==> config.mk <==
export PLATFORM = sky130hd
export DESIGN_NAME = elastic_register
export DESIGN_NICKNAME = d
export VERILOG_FILES = /design/src/rtl/elastic_register_pkg.sv /design/src/rtl/elastic_register_ptr.sv /design/src/rtl/elastic_register.sv
export SDC_FILE = /design/constraint.sdc
export NUM_CORES = 1
export LEC_CHECK = 0
export ABC_CLOCK_PERIOD_IN_PS = 2600
export CAP_MARGIN = 0
export CORE_MARGIN = 10
export CORE_UTILIZATION = 54
export CTS_BUF_LIST = sky130_fd_sc_hd__clkbuf_8
export DETAILED_ROUTE_END_ITERATION = 10
export PLACE_DENSITY = 0.84
export SYNTH_ARGS = -nofsm -noshare
export SYNTH_HDL_FRONTEND = slang
export SYNTH_HIERARCHICAL = 1
export SYNTH_SLANG_ARGS = --single-unit
export TNS_END_PERCENT = 50
==> constraint.sdc <==
create_clock -name iCLK -period 2.6 [get_ports iCLK]
set_input_delay 0.78 -clock iCLK [delete_from_list [all_inputs] [get_ports iCLK]]
set_output_delay 0.78 -clock iCLK [all_outputs]
set_load 0.01 [all_outputs]
==> src/rtl/elastic_register_pkg.sv <==
// Shared constants and helpers for the elastic register: BURST mode strings
// and the constant log2 functions used to size pointers and the occupancy count.
package elastic_register_pkg;

  localparam string BURST_YES = "yes";
  localparam string BURST_NO  = "no";

  // Ceiling log2; clog2(1) is 0.
  function automatic int clog2(input int value);
    int result;
    int v;
    result = 0;
    v      = value - 1;
    while (v > 0) begin
      result = result + 1;
      v      = v >> 1;
    end
    return result;
  endfunction

  function automatic int ptr_width(input int depth);
    return (clog2(depth) < 1) ? 1 : clog2(depth);
  endfunction

endpackage

==> src/rtl/elastic_register_ptr.sv <==
// Modulo-DEPTH wrap-around pointer with advance enable and synchronous clear.
// DEPTH need not be a power of two.
module elastic_register_ptr
  import elastic_register_pkg::*;
#(
  parameter int DEPTH = 2,
  parameter int PTR_W = ptr_width(DEPTH)
) (
  input  logic             iCLK,
  input  logic             iRST,
  input  logic             clr_i,
  input  logic             en_i,
  output logic [PTR_W-1:0] ptr_o
);

  logic [PTR_W-1:0] ptr_q;
  logic [PTR_W-1:0] ptr_d;

  always_comb begin
    ptr_d = ptr_q;
    if (clr_i) begin
      ptr_d = '0;
    end else if (en_i) begin
      ptr_d = (ptr_q == PTR_W'(DEPTH - 1)) ? '0 : ptr_q + 1'b1;
    end
  end

  always_ff @(posedge iCLK or negedge iRST) begin
    if (!iRST) begin
      ptr_q <= '0;
    end else begin
      ptr_q <= ptr_d;
    end
  end

  assign ptr_o = ptr_q;

endmodule

==> src/rtl/elastic_register.sv <==
// DEPTH-entry valid/ready elastic buffer; outputs come straight from flops.
// Optional synchronous flush port enabled by defining ELASTIC_REGISTER_FLUSH_EN.
module elastic_register
  import elastic_register_pkg::*;
#(
  parameter int    WIDTH = 8,
  parameter int    DEPTH = 2,
  parameter string BURST = "yes"
) (
  input  logic             iCLK,
  input  logic             iRST,
`ifdef ELASTIC_REGISTER_FLUSH_EN
  input  logic             iFlush,
`endif
  input  logic             iValid_AM,
  output logic             oReady_AM,
  input  logic [WIDTH-1:0] iData_AM,
  output logic             oValid_BM,
  input  logic             iReady_BM,
  output logic [WIDTH-1:0] oData_BM
);

  localparam int PTR_W    = ptr_width(DEPTH);
  localparam int CNT_W    = clog2(DEPTH + 1);
  localparam bit BURST_EN = (BURST == BURST_YES);

  logic [WIDTH-1:0] mem_q [DEPTH];
  logic [CNT_W-1:0] count_q;
  logic [CNT_W-1:0] count_d;
  logic [PTR_W-1:0] head_q;
  logic [PTR_W-1:0] tail_q;
  logic             flush;
  logic             full;
  logic             push;
  logic             pop;

`ifdef ELASTIC_REGISTER_FLUSH_EN
  assign flush = iFlush;
`else
  assign flush = 1'b0;
`endif

  assign full = (count_q == CNT_W'(DEPTH));

  // Gating with iRST keeps oReady_AM low for the whole time reset is held.
  assign oReady_AM = iRST & ~flush & (~full | (BURST_EN & iReady_BM));
  assign oValid_BM = ~flush & (count_q != '0);
  assign oData_BM  = mem_q[head_q];

  assign push = iValid_AM & oReady_AM;
  assign pop  = oValid_BM & iReady_BM;

  always_comb begin
    count_d = count_q;
    if (flush) begin
      count_d = '0;
    end else begin
      case ({push, pop})
        2'b10:   count_d = count_q + 1'b1;
        2'b01:   count_d = count_q - 1'b1;
        default: count_d = count_q;
      endcase
    end
  end

  always_ff @(posedge iCLK or negedge iRST) begin
    if (!iRST) begin
      count_q <= '0;
    end else begin
      count_q <= count_d;
    end
  end

  elastic_register_ptr #(
    .DEPTH (DEPTH),
    .PTR_W (PTR_W)
  ) u_head (
    .iCLK  (iCLK),
    .iRST  (iRST),
    .clr_i (flush),
    .en_i  (pop),
    .ptr_o (head_q)
  );

  elastic_register_ptr #(
    .DEPTH (DEPTH),
    .PTR_W (PTR_W)
  ) u_tail (
    .iCLK  (iCLK),
    .iRST  (iRST),
    .clr_i (flush),
    .en_i  (push),
    .ptr_o (tail_q)
  );

  // When full in burst mode the tail slot is the head slot: the old value is
  // read out and the new one written on the same edge.
  for (genvar gi = 0; gi < DEPTH; gi++) begin : g_slot
    always_ff @(posedge iCLK or negedge iRST) begin
      if (!iRST) begin
        mem_q[gi] <= '0;
      end else if (push && (tail_q == PTR_W'(gi))) begin
        mem_q[gi] <= iData_AM;
      end
    end
  end

endmodule

==> results.cfg <==
[outcome]
status = finished, final reports clean

[final_layout]
syn2layout_area_growth_pct = 34.9
final_util_pct = 80.3
fin_nets = 110
drive_above_1_share_pct = 42.1
fillers = 101
n_antenna_cell = 0

[clocking]
clock_path_buffers = 2
clk_pin_slew_worst_paths_ns = 0.07
worstSkewPairLatency_ns = 0.25
cts_buffers = 3
cts_tree = done
postCtsHoldBufs = 0
cts.sinks = 20
htreeDepth = 1
cts_root_buf = clkbuf_8

[critical_path]
r2r-start = count_q[0]
arrival_ns = 1.72
path_delay_family = flip-flops
worst-path-buf-inv = 1
r2r_cells = 7
crit_type = reg -> out
r2r_slack_ns = 0.91
critPathCaptureType = primary output
cp_max_fo = 9
cp-start-kind = flop
r2r_end = count_q[1]
path_cells = mux2_2 -> clkdlybuf4s50_1
max_stage_delay_ns = 0.59
critical-path-slowest-cell = dfrtp_1
required_ns = 1.82

[timing]
layout_min_cycle_time_ns = 2.50
final_max_slew_viol_count = 0
holdWs_ns = 0.499
finalSetupViolations = 0
fin_worst_skew_ns = 0.00185
fmax_ghz = 0.399
hold_viol_final = 0
rsz0062_at_grt = false
post-route-period-util_pct = 96.3

[power]
p_leak_nw = 0.530
peakVddDrop_uv = 612
p_per_area_nw_per_um2 = 1040

[global_routing]
grt_pass1_wl_um = 3200
grtUsageTotal_pct = 11.7
overflow = 0
grt_pass1_vias = 673
grt_max_degree = 22
antenna_found_initial = 0

[routing]
wirelength_um = 1930
first_iter_violations = 3
dr.pass1.iters = 2
vias = 592
wl_per_cell_um = 17.3
avgViaCountPerCell = 5.33
antenna_left = 0
route.detailed.drc = 0

[yosys]
synthCells = 64
ys_ff_latch = 20
syn_area_um2 = 928
avgSynthCellArea_um2 = 14.5
ys_types = 15
yosysWarnings = 6
seq_area_frac_synth_pct = 53.9

[place]
portBuffers = 21
place.gp.congestion = 0.730
dpl.hpwl_um = 1440

[floorplan]
rows = 14
dieArea_um2 = 3780
num_io_pins = 22
die_x_um = 61.5
dieHeight_um = 61.5
start_util_pct = 59.6
core_area_um2 = 1560

[hold_path]
hold_class = reg -> reg
holdPathStages = 1
holdPathEnd = count_q[1]
min_from = count_q[1]

[job]
maxCapViolCount = 0
==> routing by layer <==
metal	track usage [%]	share of wire, %
met5	0	0
met4	6.05	0.57
met3	4.32	7.5
met2	19.8	52
met1	12.5	39
==> through the flow <==
step / instance area (µm²) / std cells / setup WS, ns / TNS [ns] / power, mW
6_report: 1250 / 111 / 0.0966 / 0 / 1.30
4_1_cts: 1250 / 111 / 0.0803 / 0 / 1.32
3_3_place_gp: 1200 / 107 / -0.301 / -0.301 / 1.08
3_5_place_dp: 1200 / 107 / -0.342 / -0.358 / 1.11
2_1_floorplan: 932 / 65 / 0.415 / 0 / 0.845
5_1_grt: 1250 / 111 / 0.0357 / 0 / 1.38
==> how the worst max path moves through the flow <==
stage                 startpoint  slack (ns)  cells after the start          end
floorplan              iReady_BM        0.42                      2    oReady_AM
global placement       iReady_BM       -0.30                      4    oReady_AM
detailed placement     iReady_BM       -0.34                      4    oReady_AM
CTS                 u_head/ptr_o        0.08                      2  oData_BM[3]
global route           iReady_BM        0.04                      4    oReady_AM
finish              u_head/ptr_o         0.1                      2  oData_BM[3]
==> synthesized netlist by cell type (all sizes together) <==
| library cell | number | area share [%] |
|---|---|---|
| and2 | 2 | 1.3 |
| and2b | 1 | 0.94 |
| clkbuf | 1 | 0.40 |
| conb | 1 | 0.40 |
| dfrtp | 20 | 54 |
| ha | 1 | 1.3 |
| mux2 | 24 | 29 |
| nand2 | 2 | 0.81 |
| nor2 | 3 | 1.2 |
| nor3 | 1 | 1.8 |
| nor3b | 2 | 3.4 |
| or2 | 1 | 0.67 |
| xnor2 | 4 | 3.8 |
| xor2 | 1 | 0.94 |
==> state kept, by name, summed over array words and instances (netlist names) <==
name / count
u_tail/ptr_o: 1
mem_q: 16
u_head/ptr_o: 1
count_q: 2
==> cell type report <==
class	count	area, µm²	area share, %
Clock buffer	3	41.3	3.30
Multi-Input combinational cell	44	428	34.2
Sequential cell	20	500	40.0
Timing Repair Buffer	28	263	21.0
Tap cell	16	20.0	1.60
==> report_power, final <==
group          switching [mW]  internal [mW]  leakage [nW]
clock network          0.0949          0.103        0.0216
logic                   0.191          0.368         0.268
registers              0.0975          0.445         0.240
total                   0.383          0.916         0.530
==> worst reg2reg max path, stage by stage, from the launching register on <==
cell     delay [ns]
dfrtp_1        0.44
nor3b_2        0.21
and2b_2        0.25
buf_4          0.13
nand2_1        0.06
ha_1           0.25
nor2_1         0.14
xor2_1         0.14
==> repair_timing <==
| action | 4_1_cts | 5_1_grt |
|---|---|---|
| endpoints found under the setup margin | 1 | 0 |
| gates resized for setup | 4 | 0 |
| setup buffers | 1 | 0 |
==> layout by cell type (no fill, tap or decap) <==
master | netlist | layout
mux2_2 | 24 | 24
dfrtp_1 | 20 | 20
clkdlybuf4s50_1 | 0 | 19
buf_4 | 0 | 7
xnor2_1 | 4 | 4
nor2_1 | 3 | 3
clkbuf_8 | 0 | 3
and2_1 | 2 | 2
nand2_1 | 2 | 2
conb_1 | 1 | 2
nor3b_2 | 1 | 1
and2b_2 | 1 | 1
or2_2 | 1 | 1
nor3_4 | 1 | 1
nor3b_4 | 1 | 1
xor2_1 | 1 | 1
ha_1 | 1 | 1
dlygate4sd2_1 | 0 | 1
clkdlybuf4s15_2 | 0 | 1
==> cells by family (layout without fill, tap and decap cells) <==
kind of cell               Yosys count  after routing  synth area share [%]
adders and majority gates            1              1                  1.35
muxes                               24             24                  29.1
and+or+nand+nor                     12             12                  10.1
other                                1              2                 0.404
DFF                                 20             20                  53.9
buffers and inverters                1             31                 0.404
xor gates and xnor gates             5              5                  4.72
Power figures use the tool's default switching activity.
